File: config.mk
export PLATFORM = sky130hd
export DESIGN_NAME = ipsl_ddrphy_rst_req_sched
export DESIGN_NICKNAME = d
export VERILOG_FILES = /design/src/rtl/ipsl_ddrphy_pkg.sv /design/src/rtl/ipsl_rr_arbiter.sv /design/src/rtl/ipsl_ddrphy_rst_req_sched.sv
export SDC_FILE = /design/constraint.sdc
export NUM_CORES = 1
export LEC_CHECK = 0
export ABC_AREA = 0
export ABC_CLOCK_PERIOD_IN_PS = 3800
export CORE_ASPECT_RATIO = 1.4
export CORE_MARGIN = 10
export CORE_UTILIZATION = 58
export CTS_CLUSTER_DIAMETER = 150
export DETAILED_ROUTE_END_ITERATION = 16
export PLACE_DENSITY_LB_ADDON = 0.25
export SYNTH_ARGS = -nofsm -noshare
export SYNTH_HDL_FRONTEND = slang
export SYNTH_HIERARCHICAL = 1
export SYNTH_SLANG_ARGS = --single-unit
File: constraint.sdc
create_clock -name clk -period 3.8 [get_ports clk]
set_clock_uncertainty 0.1 [all_clocks]
set_input_delay 0.57 -clock clk [delete_from_list [all_inputs] [get_ports clk]]
set_output_delay 0.57 -clock clk [all_outputs]
set_load 0.1 [all_outputs]
File: src/rtl/ipsl_ddrphy_pkg.sv
// Shared constants for the DDR PHY reset-request scheduler.
// Parameter defaults, the guard minimum and the FSM state encodings.
package ipsl_ddrphy_pkg;

    localparam int unsigned NUM_REQ_DEF     = 3;
    localparam int unsigned TIMEOUT_CYC_DEF = 64;
    localparam int unsigned MAX_RETRY_DEF   = 2;
    localparam int unsigned GUARD_CYC_DEF   = 8;
    localparam int unsigned CNT_W_DEF       = 8;

    localparam int unsigned GUARD_CYC_MIN   = 4;

    typedef logic [1:0] state_t;

    localparam state_t ST_IDLE     = 2'd0;
    localparam state_t ST_WAIT_ACK = 2'd1;
    localparam state_t ST_GUARD    = 2'd2;

endpackage

File: src/rtl/ipsl_rr_arbiter.sv
// Combinational round-robin pick: lowest set request at or above rr_ptr_i, wrapping.
module ipsl_rr_arbiter #(
    parameter int unsigned NUM_REQ = 3,
    parameter int unsigned IDX_W   = $clog2(NUM_REQ)
) (
    input  logic [NUM_REQ-1:0] req_vld_i,
    input  logic [IDX_W-1:0]   rr_ptr_i,
    output logic [IDX_W-1:0]   grant_o,
    output logic               any_req_o
);

    int unsigned      idx;
    logic [IDX_W-1:0] idx_w;
    logic             found;

    always_comb begin
        grant_o = '0;
        found   = 1'b0;
        idx     = 0;
        idx_w   = '0;
        for (int unsigned k = 0; k < NUM_REQ; k++) begin
            idx   = (32'(rr_ptr_i) + k) % NUM_REQ;
            idx_w = IDX_W'(idx);
            if (!found && req_vld_i[idx_w]) begin
                grant_o = idx_w;
                found   = 1'b1;
            end
        end
    end

    assign any_req_o = |req_vld_i;

endmodule

File: src/rtl/ipsl_ddrphy_rst_req_sched.sv
// Round-robin scheduler sharing the PHY DQS-reset/training request line between
// several requesters, with ack timeout, bounded retries and a low guard gap.
module ipsl_ddrphy_rst_req_sched
    import ipsl_ddrphy_pkg::*;
#(
    parameter int unsigned NUM_REQ     = NUM_REQ_DEF,
    parameter int unsigned TIMEOUT_CYC = TIMEOUT_CYC_DEF,
    parameter int unsigned MAX_RETRY   = MAX_RETRY_DEF,
    parameter int unsigned GUARD_CYC   = GUARD_CYC_DEF,
    parameter int unsigned CNT_W       = CNT_W_DEF
) (
    input  logic                       clk,
    input  logic                       rst,
    input  logic [NUM_REQ-1:0]         req_vld,
    output logic [NUM_REQ-1:0]         req_done,
    output logic [NUM_REQ-1:0]         req_err,
    output logic [$clog2(NUM_REQ)-1:0] grant_id,
    output logic                       busy,
    input  logic                       ddrphy_in_rst,
    output logic                       ddrphy_rst_req,
    input  logic                       ddrphy_rst_ack
);

    localparam int unsigned IDX_W = $clog2(NUM_REQ);
    localparam int unsigned RTY_W = $clog2(MAX_RETRY + 1);

    if (GUARD_CYC < GUARD_CYC_MIN) begin : g_guard_chk
        $error("GUARD_CYC must be at least %0d", GUARD_CYC_MIN);
    end
    if ((1 << CNT_W) <= TIMEOUT_CYC || (1 << CNT_W) <= GUARD_CYC) begin : g_cnt_chk
        $error("CNT_W too narrow for TIMEOUT_CYC/GUARD_CYC");
    end

    state_t             state_q, state_d;
    logic [CNT_W-1:0]   timer_q, timer_d;
    logic [RTY_W-1:0]   retry_cnt_q, retry_cnt_d;
    logic               retry_pend_q, retry_pend_d;
    logic [IDX_W-1:0]   rr_ptr_q, rr_ptr_d;
    logic [IDX_W-1:0]   grant_q, grant_d;
    logic               req_q, req_d;
    logic [NUM_REQ-1:0] done_q, done_d;
    logic [NUM_REQ-1:0] err_q, err_d;

    logic [IDX_W-1:0]   arb_grant;
    logic               any_req;
    logic [IDX_W-1:0]   ptr_next;

    ipsl_rr_arbiter #(
        .NUM_REQ (NUM_REQ),
        .IDX_W   (IDX_W)
    ) u_arb (
        .req_vld_i (req_vld),
        .rr_ptr_i  (rr_ptr_q),
        .grant_o   (arb_grant),
        .any_req_o (any_req)
    );

    assign ptr_next = (grant_q == IDX_W'(NUM_REQ - 1)) ? '0 : grant_q + 1'b1;

    always_comb begin
        state_d      = state_q;
        timer_d      = timer_q;
        retry_cnt_d  = retry_cnt_q;
        retry_pend_d = retry_pend_q;
        rr_ptr_d     = rr_ptr_q;
        grant_d      = grant_q;
        req_d        = req_q;
        done_d       = '0;
        err_d        = '0;
        case (state_q)
            ST_IDLE: begin
                if (!ddrphy_in_rst && any_req) begin
                    grant_d      = arb_grant;
                    req_d        = 1'b1;
                    timer_d      = '0;
                    retry_cnt_d  = RTY_W'(1);
                    retry_pend_d = 1'b0;
                    state_d      = ST_WAIT_ACK;
                end
            end
            ST_WAIT_ACK: begin
                // Ack is honoured even on the timeout cycle and while the PHY is in reset.
                if (ddrphy_rst_ack) begin
                    req_d           = 1'b0;
                    done_d[grant_q] = 1'b1;
                    rr_ptr_d        = ptr_next;
                    timer_d         = '0;
                    state_d         = ST_GUARD;
                end else if (!ddrphy_in_rst) begin
                    if (timer_q == CNT_W'(TIMEOUT_CYC - 1)) begin
                        req_d   = 1'b0;
                        timer_d = '0;
                        state_d = ST_GUARD;
                        if (retry_cnt_q == RTY_W'(MAX_RETRY)) begin
                            err_d[grant_q] = 1'b1;
                            rr_ptr_d       = ptr_next;
                        end else begin
                            retry_pend_d = 1'b1;
                        end
                    end else begin
                        timer_d = timer_q + 1'b1;
                    end
                end
            end
            ST_GUARD: begin
                if (!ddrphy_in_rst) begin
                    if (timer_q == CNT_W'(GUARD_CYC - 1)) begin
                        timer_d = '0;
                        if (retry_pend_q) begin
                            retry_cnt_d  = retry_cnt_q + 1'b1;
                            retry_pend_d = 1'b0;
                            req_d        = 1'b1;
                            state_d      = ST_WAIT_ACK;
                        end else begin
                            state_d = ST_IDLE;
                        end
                    end else begin
                        timer_d = timer_q + 1'b1;
                    end
                end
            end
            default: begin
                req_d   = 1'b0;
                state_d = ST_IDLE;
            end
        endcase
    end

    always_ff @(posedge clk or posedge rst) begin
        if (rst) begin
            state_q      <= ST_IDLE;
            timer_q      <= '0;
            retry_cnt_q  <= '0;
            retry_pend_q <= 1'b0;
            rr_ptr_q     <= '0;
            grant_q      <= '0;
            req_q        <= 1'b0;
            done_q       <= '0;
            err_q        <= '0;
        end else begin
            state_q      <= state_d;
            timer_q      <= timer_d;
            retry_cnt_q  <= retry_cnt_d;
            retry_pend_q <= retry_pend_d;
            rr_ptr_q     <= rr_ptr_d;
            grant_q      <= grant_d;
            req_q        <= req_d;
            done_q       <= done_d;
            err_q        <= err_d;
        end
    end

    assign req_done       = done_q;
    assign req_err        = err_q;
    assign grant_id       = grant_q;
    assign busy           = (state_q != ST_IDLE);
    assign ddrphy_rst_req = req_q;

endmodule
==> impl_metrics.ini <==
[critical_path]
path_class = flop to output pin
arrival_ps = 1980
endpoint = grant_id[0]
cp_slowest_cell = clkdlybuf4s50_1
cp.required_ps = 3130
endpoint_kind = output pin
cp-start-kind = flop
crit_fanout = 7
crit_chain = clkdlybuf4s50_1
r2r_cells = 7
worstReg2RegEnd = timer_q[7]
crit_cells = 1
reg2reg_slack_ps = 1600
crit-reg2reg-launch = state_q[0]
setup.worst_path.start = grant_id[0]
path_buf_inv = 1
cpPeakStageDelay_ps = 1180
crit_family = buffers and inverters

[synth]
yosys_register_bits = 24
synth.avg_cell_area_um2 = 9.30
synthFlopType = dfrtp_1
ys_seq_area_share_pct = 43.0
yosys_warnings = 6
syn_nets = 167
synthArstFlopShare_pct = 100
synthesis.area_um2 = 1400
ys_types = 37
synth_edf_count = 0
syn_inst = 150

[floorplanning]
ios = 17
core_um2 = 2340
die-area_um2 = 4790
start_util_pct = 59.7
std_cell_rows = 21
die_h_um = 78.0
chipWidth_um = 61.5

[sta]
relSlewSlack_pct = 33.5
slew_viol_final = 0
rsz0062_at_grt = no
worst_pin_slew_ps = 994
finalSetupTns_ps = 0
setup_viol_count_final = 0
fin_crit_ps = 2650
max_freq_mhz = 378
timing.final.crit_share_pct = 69.6
hold_viol = 0

[clock_tree]
clock-sinks = 24
cts_setup_buffers = 0
ctsHoldBuffers = 0
numCtsBuffers = 3
cts_tree = done
ctsResizeCount = 0
clk_latency_ps = 320
clock_path_buffers = 2
root_buffer = clkbuf_4
cts-htree-levels = 1
cts.reportedPaths.clkPinSlew_ps = 130

[pwr]
max-vdd-ir-drop_mv = 0.600
p_leak_nw = 0.757
power.total_w = 0.00118
powerDensity_nw_per_um2 = 729

[global_routing]
antenna_found_initial = 0
grt_usage_pct = 13.1
grt_max_degree = 25
grt_pass1_vias = 1169
grt_pass1_wl_um = 4910
grt-ovfl-total = 0

[routing]
wl_um = 2980
via_per_inst = 6.05
ant_nets = 0
drt_iter0_drc = 41
dr_total_vias = 1150
route.detailed.drc = 0
wl_per_cell_um = 15.7
dr.pass1.iters = 4

[placed_design]
placed_cell_area_um2 = 1570
place_hpwl_um = 2250
dp.cells = 186
routabilityCongestion = 0.846
port_buffers = 16

[final_layout]
final_area_um2 = 1620
finish.utilization_pct = 69.2
nNetsFinal = 185
num_antenna_cells = 0
drive_gt1_share_pct = 8.38
fill_cells = 181
area_delta_synth_final_pct = 16.1
mostFrequentLayoutCells = dfrtp_1, nor2_1, clkdlybuf4s50_1, inv_1, nand2_1
final_common_cell = dfrtp_1
final_cells = 190

[run]
max-cap-violations = 0

[hold_path]
worstHoldPathType = flop to flop

[status]
status = complete, no violations
## logic make-up after synthesis
family	Yosys count	share of synthesized area, %
flip-flops	24	43.0
AO/OA/AOI/OAI	33	16.5
buffers and inverters	15	4.30
AND/OR/NAND/NOR	63	23.2
adder cells (fa/ha/maj)	10	8.97
multiplexers	5	3.95
## layout make-up
cell class,count,area [µm²],area share [%]
Multi-Input combinational cell,111,734,45.4
Sequential cell,24,601,37.1
Timing Repair Buffer,16,158,9.74
Inverter,12,45.0,2.78
Clock inverter,1,30.0,1.85
Tap cell,23,28.8,1.78
Clock buffer,3,22.5,1.39
## registers in the layout (all words and copies together), names as in the netlist
register and flops:
timer_q 8, ddrphy_rst_req 1, retry_pend_q 1, req_done 3
state_q 2, rr_ptr_q 2, grant_id 2, retry_cnt_q 2
req_err 3
## how the worst min path moves through the flow
stage,startpoint,end,cells after the start
final,retry_cnt_q[1],retry_cnt_q[1],1
after CTS,retry_cnt_q[1],retry_cnt_q[1],1
after detailed placement,retry_cnt_q[1],retry_cnt_q[1],1
after global placement,retry_cnt_q[1],retry_cnt_q[1],1
after global routing,retry_cnt_q[1],retry_cnt_q[1],1
after floorplan,retry_cnt_q[1],retry_cnt_q[1],1
## power breakdown
group,switching (W),internal [W]
Clock,0.0000788,0.000107
Sequential,0.0000451,0.000303
Combinational,0.000439,0.000208
Total,0.000562,0.000617
## per-layer routing
| metal | track usage [%] | up-vias | wire [µm] |
|---|---|---|---|
| li1 | - | 564 | - |
| met1 | 14.5 | 559 | 1260 |
| met2 | 22.5 | 20 | 1580 |
| met3 | 2.25 | 7 | 57 |
| met4 | 7.17 | 0 | 78 |
| met5 | 0 | - | 0 |
## synthesized netlist by cell type (all sizes together) (2+ instances only)
cell type,n,share of area [%]
nor3,4,1.4
nor2b,4,2.0
nand2b,6,2.7
nand2,12,3.2
and3,3,1.3
ha,10,9.0
inv,12,3.2
nor4,2,0.90
buf,3,1.1
or3,2,0.90
o21ai,9,3.2
a22o,2,1.3
a21oi,7,2.5
dfrtp,24,43
nor2,17,4.8
nor3b,3,1.6
o211ai,2,1.1
a221o,2,1.4
mux2,4,3.2
o31ai,2,1.1
nand3,7,2.5
## through the flow
stage	setup slack, ps	hold slack, ps
after floorplan	1610	360
after global placement	1160	377
after detailed placement	1070	378
after CTS	1150	413
after global routing	1100	425
final	1150	415
(Power assumes the default switching activity.)
